`config.mk`:
```
export PLATFORM = sky130hd
export DESIGN_NAME = uart_tx_arbiter
export DESIGN_NICKNAME = d
export VERILOG_FILES = /design/src/rtl/uart_tx_arbiter.sv
export SDC_FILE = /design/constraint.sdc
export NUM_CORES = 1
export LEC_CHECK = 0
export ABC_AREA = 1
export ABC_CLOCK_PERIOD_IN_PS = 2300
export CAP_MARGIN = 20
export CORE_MARGIN = 2
export CORE_UTILIZATION = 50
export DETAILED_ROUTE_END_ITERATION = 10
export PLACE_DENSITY = 0.81
export RECOVER_POWER = 50
export SLEW_MARGIN = 15
export SYNTH_ARGS = -nofsm -noshare
export SYNTH_HDL_FRONTEND = slang
export SYNTH_SLANG_ARGS = --single-unit
```
`constraint.sdc`:
```
create_clock -name clk -period 2.3 [get_ports clk]
set_input_delay 0.23 -clock clk [delete_from_list [all_inputs] [get_ports clk]]
set_output_delay 0.23 -clock clk [all_outputs]
set_load 0.01 [all_outputs]
```
`src/rtl/uart_tx_arbiter.sv`:
```
// rtl/uart_tx_arbiter.sv - message-locked two-requester arbiter in front of the UART transmitter
module uart_tx_arbiter #(
    parameter logic [7:0] LOCK_CHAR = 8'h0A,
    parameter int         TIMEOUT   = 1024
) (
    input  logic       clk,
    input  logic       rst,
    input  logic [7:0] req0_data,
    input  logic       req0_valid,
    output logic       req0_ready,
    input  logic [7:0] req1_data,
    input  logic       req1_valid,
    output logic       req1_ready,
    output logic [7:0] tx_data,
    output logic       tx_valid,
    input  logic       tx_ready,
    output logic       locked,
    output logic       owner
);
    localparam int               CNT_W    = $clog2(TIMEOUT);
    localparam logic [CNT_W-1:0] CNT_LAST = CNT_W'(TIMEOUT - 1);

    typedef enum logic {
        IDLE   = 1'b0,
        LOCKED = 1'b1
    } state_t;

    state_t           state_q, state_d;
    logic             owner_q, owner_d;
    logic             prio_q, prio_d;
    logic [CNT_W-1:0] cnt_q, cnt_d;
    logic [7:0]       tx_data_q;
    logic             tx_valid_q;

    logic             space;
    logic             sel;
    logic             sel_valid;
    logic [7:0]       sel_data;
    logic             accept;
    logic             is_lock;

    // While locked only the owner is ever selected, so the other ready stays low.
    always_comb begin
        space = !tx_valid_q || tx_ready;
        if (state_q == LOCKED) begin
            sel = owner_q;
        end else if (req0_valid && req1_valid) begin
            sel = prio_q;
        end else begin
            sel = req1_valid;
        end
        sel_valid  = sel ? req1_valid : req0_valid;
        sel_data   = sel ? req1_data : req0_data;
        req0_ready = !rst && space && !sel;
        req1_ready = !rst && space && sel;
        accept     = !rst && space && sel_valid;
        is_lock    = (sel_data == LOCK_CHAR);
    end

    always_comb begin
        state_d = state_q;
        owner_d = owner_q;
        prio_d  = prio_q;
        cnt_d   = cnt_q;
        case (state_q)
            IDLE: begin
                cnt_d = '0;
                if (accept) begin
                    owner_d = sel;
                    if (is_lock) begin
                        prio_d = !sel;
                    end else begin
                        state_d = LOCKED;
                    end
                end
            end
            LOCKED: begin
                if (accept) begin
                    cnt_d = '0;
                    if (is_lock) begin
                        state_d = IDLE;
                        prio_d  = !owner_q;
                    end
                end else if (cnt_q == CNT_LAST) begin
                    // Owner stalled too long: hand the transmitter to the other side.
                    state_d = IDLE;
                    prio_d  = !owner_q;
                    cnt_d   = '0;
                end else begin
                    cnt_d = cnt_q + 1'b1;
                end
            end
            default: begin
                state_d = IDLE;
            end
        endcase
    end

    always_ff @(posedge clk) begin
        if (rst) begin
            state_q <= IDLE;
            owner_q <= 1'b0;
            prio_q  <= 1'b0;
            cnt_q   <= '0;
        end else begin
            state_q <= state_d;
            owner_q <= owner_d;
            prio_q  <= prio_d;
            cnt_q   <= cnt_d;
        end
    end

    // One-entry output register; a drain and a refill can share an edge.
    always_ff @(posedge clk) begin
        if (rst) begin
            tx_data_q  <= 8'h00;
            tx_valid_q <= 1'b0;
        end else if (accept) begin
            tx_data_q  <= sel_data;
            tx_valid_q <= 1'b1;
        end else if (tx_ready) begin
            tx_valid_q <= 1'b0;
        end
    end

    assign tx_data  = tx_data_q;
    assign tx_valid = tx_valid_q;
    assign locked   = (state_q == LOCKED);
    assign owner    = owner_q;

endmodule

```
==> results.md <==
- Final cell utilization of the core: 0.6830
- GRT Total Usage: 0.2215
- Post-synthesis compound-gate area fraction: 0.1143
- Switching power: 0.2346 mW
- Fillers: 186
- Fin crit share: 0.8898
- Max incr delay on CP: 0.45 ns
- Routed wire length: 2.635 mm
- Vias: 1103
- Detail Placement HPWL: 1.931 mm
- Max Slew Vio Count: 0
- Setup Viol. Count Final: 0
- Switching Fraction: 0.2823
- Residual DRC: 0
- CP Cell Sequence: clkdlybuf4s50_1 > inv_1 > nor2_4 > nand2_4 > nand2_4 > inv_2 > nand2_1 > o21ai_1 > nand2_1 > nand4_1 > a21oi_1 > o21a_1
- Resize count post-CTS: 0
- Top FF cell, synth: dfxtp_1
- Site row count: 17
- First-pass GRT wire length: 4.464 mm
- Sequential share of the synthesized area: 0.3830
- I/O Buffers: 33
- Crit Path Class: in2reg
- Max FO, Critical Path: 11
- Vias/cell: 5.083
- Internal power: 0.5964 mW
- Netlist Area Pre-Place: 1150 sq um
- Synth cell types: 27
- Final hold vios: 0
- Max_slew headroom: 0.7126
- Share of cells above drive strength 1: 0.1058
- Slew of the pin with the lowest slew margin: 0.4297 ns
- Post-synth EDFFs: 0
- Post-synthesis adder-cell area fraction: 0.01088
- Top Ports: 34
- Avg Synthesized Cell Area: 7.418 sq um
- RSZ-0062 raised after global routing: false
- Remaining antenna violation count: 0
- XOR/XNOR share of the synthesized area: 0.01523
- Startpoint types: primary input
- Vias in the first global route: 1101
- Comb power frac: 0.244
- Design Power: 0.8310 mW
- Detailed-route wire length per cell: 12.14 um
- Placed cell areas: 1476 sq um
- Gr ovfl total: 0
- Clock power share: 0.255
- Post-synthesis sequential element count: 22
- Nets: 212
- Root Buffer: clkbuf_4
- Seq pwr share: 0.501
- Setup TNS: 0 ns
- Fraction of registers with async set/reset: 0
- H-tree depth: 1
- Die Y-Extent: 51.96 um
- Final Skew: 0.0007298 ns
- Clock Sink Count: 22
- 1st-iter DRT viols: 32
- Worst-path clk slew: 0.12 ns
- CORE AREA: 2191 sq um
- # diodes: 0
- Drt pass-1 iters: 4
- Hold Path Class: reg2reg
- Most numerous cell in the Yosys netlist: nand2_1
- Largest family of logic cells by synthesized area: simple AND/OR/NAND/NOR gates
- Status: finished clean
- Num CTS Buffers: 3
- Max Cap Violations: 0
- Post-Syn Instances: 155
- Post-synth top cells: nand2_1 (31), dfxtp_1 (22), inv_1 (20)
- CTS tree: built
- P&R area growth vs syn: 30.14%
- Clock Latency Late Sink: 0.30 ns
- Top area cells in the synthesized netlist: dfxtp_1 (38%), nand2_1 (10%), inv_1 (6.5%), nor2_1 (4.9%), a21oi_1 (4.8%)
- Largest area contributor in the synthesized netlist: dfxtp_1
- Simple-Gate Fraction of Synth Area: 0.3624
- Period minus WS final: 2.047 ns
- Post-synth top area share: 0.3830
- Pleak: 0.6553 nW
- Final hold slack: 0.4737 ns
- Final instance area: 1496 sq um
- Post-CTS Setup Inserts: 0
- Clock Path Buffers: 2
- Fmax: 488.6 MHz
- Max IR drop VDD: 0.3970 mV
- # hold bufs at CTS: 0
- Yosys warns: 0
- Post-synthesis net count: 177
- Slowest-stage cell, CP: clkdlybuf4s50_1
- Placer congestion estimate: 0.7838
- Critical path required time: 2.56 ns
- Maximum number of pins on one net before global-route repair: 18
- Die Width: 51.96 um
- Power per Cell Area: 555.3 nW/um^2
- Initial core utilization: 0.5248
- Initial antenna violation count: 0
- Die area: 2699 sq um
- Mux contribution to synthesized area: 0
- Arrival @ worst endpoint: 2.31 ns
- Worst Setup End Kind: flop
critical path: cells and delay by family:
kind	cells	cell delay, ns
AND/OR/NAND/NOR	6	1.03
buffers and inverters	3	0.58
AO/OA/AOI/OAI	3	0.46
power groups by stage:
| stage | clock [mW] | sequential [mW] | combinational, mW |
|---|---|---|---|
| finish | 0.212 | 0.416 | 0.203 |
| global route | 0.234 | 0.419 | 0.226 |
| CTS | 0.214 | 0.417 | 0.212 |
| detailed placement | 0 | 0.426 | 0.208 |
| global placement | 0 | 0.425 | 0.205 |
| floorplan | 0 | 0.430 | 0.122 |
worst paths after layout:
path	from	to	slack [ns]	cells after the start
max	req1_valid	cnt_q[6]	0.25	12
min	cnt_q[0]	cnt_q[0]	0.47	1
max reg2reg	locked	cnt_q[6]	0.27	9
min reg2reg	cnt_q[0]	cnt_q[0]	0.47	1
cells in the final DEF (no fill, tap or decap), types with 2 or more instances in the layout:
cell type and n:
a21oi_1 11, a31oi_1 3, clkbuf_4 3, clkdlybuf4s50_1 22, dfxtp_1 21, dlygate4sd3_1 11, inv_1 20, nand2_1 32
nand2_2 7, nand2_4 2, nand3_1 5, nand3b_1 5, nand4_1 5, nor2_1 15, nor3b_1 4, o21ai_0 7
o21ai_1 3, xor2_1 2
flip-flops by register name, summed over array words and instances, names as in the netlist:
name / flops
prio_q: 1
owner: 1
locked: 1
tx_valid: 1
cnt_q: 10
tx_data: 8
logic make-up after synthesis:
family	Yosys count
AOI/OAI and AO/OA	25
xor gates and xnor gates	2
adders and majority gates	1
buffers and inverters	26
DFF	22
and+or+nand+nor	79
per-stage QoR:
step	cells	worst slack, ns
floorplan	155	0.7965
global placement	213	0.3154
detailed placement	213	0.2420
CTS	217	0.09717
global route	217	0.1185
finish	217	0.2534
layout make-up:
class / count / area [sq um] / share of cell area
flip-flops and latches: 22 / 441.7 / 0.2951
multi-input cells: 107 / 560.5 / 0.3746
well taps: 28 / 35.03 / 0.02341
repair buffers: 34 / 337.8 / 0.2258
inverters: 22 / 85.08 / 0.05686
clock buffers: 4 / 36.28 / 0.02425
metal layers:
layer  track usage  part of all wire  up-vias
li1              -                 -      569
met5             0                 0        -
met4       0.08772             0.022        0
met2        0.3966              0.48       36
met1        0.2536              0.44      489
met3       0.04598             0.057        9
Power figures use the tool's default switching activity.
